$ cat src/rtl/div_sweep_sequencer.sv
// Frequency-sweep controller for a clock divider: steps the divider terminal count
// between two bounds, holding each value for a programmable number of divider toggles.
module div_sweep_sequencer #(
   parameter int          DIV_W   = 26,
   parameter int          DWELL_W = 8,
   parameter int unsigned RST_DIV = 59999999
) (
   input  logic               clk,
   input  logic               rst_n,
   input  logic               start,
   input  logic               abort,
   input  logic [1:0]         mode,
   input  logic [DIV_W-1:0]   div_start,
   input  logic [DIV_W-1:0]   div_end,
   input  logic [DIV_W-1:0]   div_step,
   input  logic [DWELL_W-1:0] dwell,
   input  logic               div_tick,
   output logic [DIV_W-1:0]   div_value,
   output logic               div_load,
   output logic               busy,
   output logic               done,
   output logic               cfg_err
);

   typedef enum logic [1:0] {S_IDLE, S_LOAD, S_DWELL, S_DONE} state_t;

   localparam logic [1:0] M_UP_ONCE  = 2'd0;
   localparam logic [1:0] M_DN_ONCE  = 2'd1;
   localparam logic [1:0] M_PINGPONG = 2'd2;
   localparam logic [1:0] M_UP_REP   = 2'd3;

   state_t               state, state_nxt;
   logic [DIV_W-1:0]     cur, cur_nxt;
   logic                 dir, dir_nxt;
   logic [DWELL_W-1:0]   cnt, cnt_nxt, cnt_inc;
   logic                 err_nxt;
   logic                 latch;
   logic                 cfg_bad;
   logic                 at_bound;
   logic [DIV_W-1:0]     dn_bound;

   logic [1:0]           mode_r;
   logic [DIV_W-1:0]     start_r, end_r, step_r;
   logic [DWELL_W-1:0]   dwell_r;

   // Sums are formed one bit wider so a step past the bound clamps instead of wrapping.
   function automatic logic [DIV_W-1:0] clamp_up(input logic [DIV_W-1:0] v,
                                                 input logic [DIV_W-1:0] s,
                                                 input logic [DIV_W-1:0] hi);
      logic [DIV_W:0] sum;
      sum = {1'b0, v} + {1'b0, s};
      if (sum > {1'b0, hi}) return hi;
      return sum[DIV_W-1:0];
   endfunction

   function automatic logic [DIV_W-1:0] clamp_dn(input logic [DIV_W-1:0] v,
                                                 input logic [DIV_W-1:0] s,
                                                 input logic [DIV_W-1:0] lo);
      logic [DIV_W:0] diff;
      diff = {1'b0, v} - {1'b0, s};
      if (diff[DIV_W] || (diff[DIV_W-1:0] < lo)) return lo;
      return diff[DIV_W-1:0];
   endfunction

   assign cfg_bad  = (mode == M_DN_ONCE) ? (div_start < div_end) : (div_start > div_end);
   // Down-once sweeps toward div_end; ping-pong turns around at div_start.
   assign dn_bound = (mode_r == M_DN_ONCE) ? end_r : start_r;
   assign at_bound = dir ? (cur == dn_bound) : (cur == end_r);
   assign cnt_inc  = cnt + 1'b1;

   always_comb begin
      state_nxt = state;
      cur_nxt   = cur;
      dir_nxt   = dir;
      cnt_nxt   = cnt;
      err_nxt   = 1'b0;
      latch     = 1'b0;
      case (state)
         S_IDLE: begin
            if (start && !abort) begin
               if (cfg_bad) begin
                  err_nxt = 1'b1;
               end else begin
                  latch     = 1'b1;
                  cur_nxt   = div_start;
                  dir_nxt   = (mode == M_DN_ONCE);
                  state_nxt = S_LOAD;
               end
            end
         end
         S_LOAD: begin
            cnt_nxt   = '0;
            state_nxt = S_DWELL;
         end
         S_DWELL: begin
            if (div_tick) begin
               if (cnt_inc != dwell_r) begin
                  cnt_nxt = cnt_inc;
               end else begin
                  state_nxt = S_LOAD;
                  if (!at_bound) begin
                     cur_nxt = dir ? clamp_dn(cur, step_r, dn_bound) : clamp_up(cur, step_r, end_r);
                  end else begin
                     case (mode_r)
                        M_UP_ONCE, M_DN_ONCE: state_nxt = S_DONE;
                        M_UP_REP: begin
                           cur_nxt = start_r;
                           dir_nxt = 1'b0;
                        end
                        M_PINGPONG: begin
                           // Turn around without repeating the endpoint; a degenerate range reloads in place.
                           if (start_r != end_r) begin
                              dir_nxt = !dir;
                              cur_nxt = dir ? clamp_up(cur, step_r, end_r) : clamp_dn(cur, step_r, start_r);
                           end
                        end
                        default: state_nxt = S_DONE;
                     endcase
                  end
               end
            end
         end
         S_DONE:  state_nxt = S_IDLE;
         default: state_nxt = S_IDLE;
      endcase
      if (abort) begin
         state_nxt = S_IDLE;
         err_nxt   = 1'b0;
         latch     = 1'b0;
      end
   end

   always_ff @(posedge clk or negedge rst_n) begin
      if (!rst_n) begin
         state     <= S_IDLE;
         cur       <= '0;
         dir       <= 1'b0;
         cnt       <= '0;
         div_value <= DIV_W'(RST_DIV);
         div_load  <= 1'b0;
         cfg_err   <= 1'b0;
      end else begin
         state    <= state_nxt;
         cur      <= cur_nxt;
         dir      <= dir_nxt;
         cnt      <= cnt_nxt;
         cfg_err  <= err_nxt;
         div_load <= (state == S_LOAD) && !abort;
         if ((state == S_LOAD) && !abort) div_value <= cur;
      end
   end

   // Sweep configuration is held from start until the next IDLE; no reset needed.
   always_ff @(posedge clk) begin
      if (latch) begin
         mode_r  <= mode;
         start_r <= div_start;
         end_r   <= div_end;
         step_r  <= (div_step == '0) ? DIV_W'(1) : div_step;
         dwell_r <= (dwell == '0) ? DWELL_W'(1) : dwell;
      end
   end

   assign busy = (state == S_LOAD) || (state == S_DWELL);
   assign done = (state == S_DONE);

endmodule

$ cat config.mk
export PLATFORM = sky130hd
export DESIGN_NAME = div_sweep_sequencer
export DESIGN_NICKNAME = d
export VERILOG_FILES = /design/src/rtl/div_sweep_sequencer.sv
export SDC_FILE = /design/constraint.sdc
export NUM_CORES = 1
export LEC_CHECK = 0
export CORE_ASPECT_RATIO = 1.1
export CORE_MARGIN = 5
export CORE_UTILIZATION = 52
export DETAILED_ROUTE_END_ITERATION = 6
export MAX_ROUTING_LAYER = met4
export PLACE_DENSITY = 0.73
export SKIP_LAST_GASP = 1
export SYNTH_ARGS = -nofsm -noshare
export SYNTH_HDL_FRONTEND = slang
export SYNTH_SLANG_ARGS = --single-unit
$ cat constraint.sdc
create_clock -name clk -period 11.1 [get_ports clk]
set_input_delay 2.22 -clock clk [delete_from_list [all_inputs] [get_ports clk]]
set_output_delay 2.22 -clock clk [all_outputs]
set_load 0.03 [all_outputs]
==> flow_summary.yaml <==
global_route:
  grt_pass1_wl_um: 79100
  grt_pass1_vias: 13300
  grt_max_degree: 66
  gr-total-overflow: 0
  grt_usage: 0.346
  antenna_found_initial: 0
power:
  ir_worst_vdd_v: 0.000158
  clkPwrFrac: 0.124
  pwr_density_cell_nw_per_um2: 321
  p_int_w: 0.00241
  combPwrFrac: 0.687
  switchingPower_w: 0.00279
  seq_power_share: 0.189
  power.leakage_nw: 6.81
  switching_share: 0.537
drt:
  ant_nets: 0
  vias: 13600
  drtIter0Drc: 1659
  detail_route.wirelength_um: 52800
  routedWlPerCell_um: 25.1
  viasPerCell: 6.45
  dr.pass1.iters: 6
  drc: 0
floorplan:
  die_h_um: 183
  coreArea_um2: 27000
  fp-row-count: 63
  die_w_um: 168
  pin_count: 123
  dieArea_um2: 30700
  initial_core_util: 0.527
critical_path:
  cp_top_family: "compound AO/OA/AOI/OAI gates"
  worstSetupPathType: "reg2reg"
  slowest_stage: "o41ai_1"
  arrival_ns: 7.05
  worstPathRequired_ns: 11.41
  crit_buf_inv: 2
  worstPathCellList: "ha_1 > a2111oi_4 > o221ai_2 > nand4_1 > o211ai_1 > o311a_1 > o41ai_1 > inv_1 > ha_1 > nand3_1 > nor4_1 > a221oi_1 > o211ai_1 > a31oi_1 > nor4_2 > buf_4 > nand2_1 > o221ai_1 > o21ai_0"
  slowest_delay_ns: 0.83
  start_kind: "flip-flop"
  path_max_fanout: 19
  worst_setup_path_end_kind: "flip-flop"
logic_synthesis:
  syn-cell-area_um2: 14200
  ys_ff_latch: 153
  yosysWarningCount: 0
  ys.flop_type: "edfxtp_1"
  synth_fp_nets: 1934
  seq_area_frac_synth: 0.302
  synthCells: 1679
  synth-edff-count: 88
  post_synth_num_cell_types: 93
  synthArstFlopShare: 0.425
  synth_area_per_cell_um2: 8.46
run_status:
  run_status: "finished, final reports clean"
layout:
  diodes: 0
  fin_area_um2: 16200
  nNetsFinal: 1988
  syn2layout_area_growth_pct: 13.9
  drive_above_1_share: 0.0636
placement:
  numPortBuffers: 122
  placed_area_um2: 15500
  dp_hpwl_um: 41000
  place_congestion: 1.07
job:
  maxCapViolCount: 0
clock_network:
  path_clk_slew_ns: 0.07
  post_cts_resized: 0
  cts-root-buf: "clkbuf_16"
  cts_setup_buffers: 0
  tritoncts: "built"
  holdBufCountCts: 0
  worstSkewPairLatency_ns: 0.45
  numCtsBuffers: 17
  cts.path.max_buffers: 2
  cts.htree.levels: 4
  cts.sinks: 153
timing:
  min_period_ns: 6.74
  worst_slew_pin_slew_ns: 1.20
  setup_viol: 0
  timing.final.hold_violations: 0
  maxSlewHeadroom: 0.195
  fin_crit_sh: 0.607
  skew_ns: 0.0126
  fmax_mhz: 148
  slew_violations: 0
  fin_tns_setup_ns: 0
  rsz0062_at_grt: "no"
worst_hold_path:
  min_path_type: "reg2reg"
[power groups by stage]
stage	Combinational, W	Clock (W)	Sequential, W
2_1_floorplan	0.00243	0	0.000983
3_3_place_gp	0.00344	0	0.000972
3_5_place_dp	0.00344	0	0.000981
4_1_cts	0.00347	0.000652	0.000969
5_1_grt	0.00388	0.000673	0.000989
6_report	0.00357	0.000644	0.000982
[synth_stat cells, drive strengths merged, types with 34 or more instances]
cell	number	area share
nand3	35	0.012
xor2	49	0.030
nand2	109	0.029
buf	37	0.015
clkbuf	65	0.017
nor2	134	0.036
dfrtp	48	0.085
o21ai	103	0.036
nor3	34	0.012
xnor2	54	0.033
ha	160	0.14
edfxtp	88	0.19
inv	172	0.045
a21oi	155	0.055
[flip-flops by register name, indices dropped and copies added, names as in the netlist]
name	cells
cnt	8
mode_r	2
div_value	26
dwell_r	8
start_r	26
state	2
end_r	26
div_load	1
dir	1
step_r	26
cfg_err	1
cur	26
[layout by cell type, fill, tap and decap left out, drive strengths merged, types with 9 or more instances in the layout]
| master | count |
|---|---|
| o221ai | 9 |
| nor2 | 134 |
| nand3 | 35 |
| a21oi | 155 |
| clkdlybuf4s50 | 121 |
| nor3 | 34 |
| edfxtp | 88 |
| a221oi | 16 |
| a31oi | 24 |
| xor2 | 49 |
| o21ai | 103 |
| buf | 16 |
| mux2i | 14 |
| xnor2 | 54 |
| mux2 | 13 |
| dfrtp | 48 |
| clkbuf | 19 |
| o21bai | 9 |
| nand4 | 26 |
| nand2b | 17 |
| and3 | 10 |
| inv | 179 |
| ha | 160 |
| nor2b | 23 |
| dfstp | 17 |
| nand2 | 109 |
| a21o | 24 |
| or2 | 9 |
| o31ai | 14 |
| o211ai | 22 |
| a211oi | 29 |
| o22ai | 12 |
| nor4 | 27 |
| a2111oi | 11 |
[final timing paths]
| kind | start | to | slack, ns | cells past startpoint |
|---|---|---|---|---|
| min in group asynchronous | rst_n | div_load$_DFF_PN0_ | 1.97 | 2 |
| worst min register to register | div_value[9]$_DFFE_PN1P_ | div_value[9]$_DFFE_PN1P_ | 0.48 | 2 |
| worst min-delay path | div_value[9]$_DFFE_PN1P_ | div_value[9]$_DFFE_PN1P_ | 0.48 | 2 |
| worst max register to register | cur[12]$_DFFE_PN0P_ | cur[2]$_DFFE_PN0P_ | 4.36 | 19 |
| worst max-delay path | cur[12]$_DFFE_PN0P_ | cur[2]$_DFFE_PN0P_ | 4.36 | 19 |
| max in group asynchronous | rst_n | cnt[3]$_DFFE_PN0P_ | 8.45 | 2 |
[worst register-to-register path, delay by kind of cell (launching register included)]
| family | cells | cell delay (ns) |
|---|---|---|
| compound gates | 10 | 3.05 |
| fa+ha+maj | 2 | 0.88 |
| buf+inv | 2 | 0.57 |
| flops | 1 | 0.47 |
| simple gates | 5 | 1.62 |
[layout make-up]
| type | count | area (um^2) |
|---|---|---|
| multi-input combinational | 1249 | 8820 |
| inverter | 175 | 657 |
| clock inverter | 13 | 171 |
| sequential | 153 | 4290 |
| clock buffer | 19 | 464 |
| timing repair buffer | 137 | 1330 |
| tap | 357 | 447 |
| fill | 2508 | 10800 |
[metrics by stage]
stage	power [W]	utilization	instances	setup WS, ns	hold WS, ns
2_1_floorplan	0.00341	-	1679	3.40	0.483
3_3_place_gp	0.00441	0.577	2071	4.76	0.466
3_5_place_dp	0.00442	0.577	2071	4.66	0.473
4_1_cts	0.00509	0.600	2103	4.69	0.485
5_1_grt	0.00554	0.600	2103	4.38	0.503
6_report	0.00519	0.600	2103	4.36	0.482
[metal layers]
metal / up-vias / part of all wire / track usage
met5: - / 0 / -
met4: 0 / 0.057 / 0.165
met3: 146 / 0.096 / 0.0664
met2: 743 / 0.43 / 0.520
met1: 6473 / 0.41 / 0.453
li1: 6192 / - / -
[kinds of logic after synthesis]
group                      share of synthesized area
and+or+nand+nor                                0.154
DFF                                            0.302
muxes                                         0.0204
xor gates and xnor gates                      0.0668
buffers and inverters                         0.0785
adders and majority gates                      0.144
AOI/OAI and AO/OA                              0.235
Note: power is estimated with default switching activity, not from simulation.
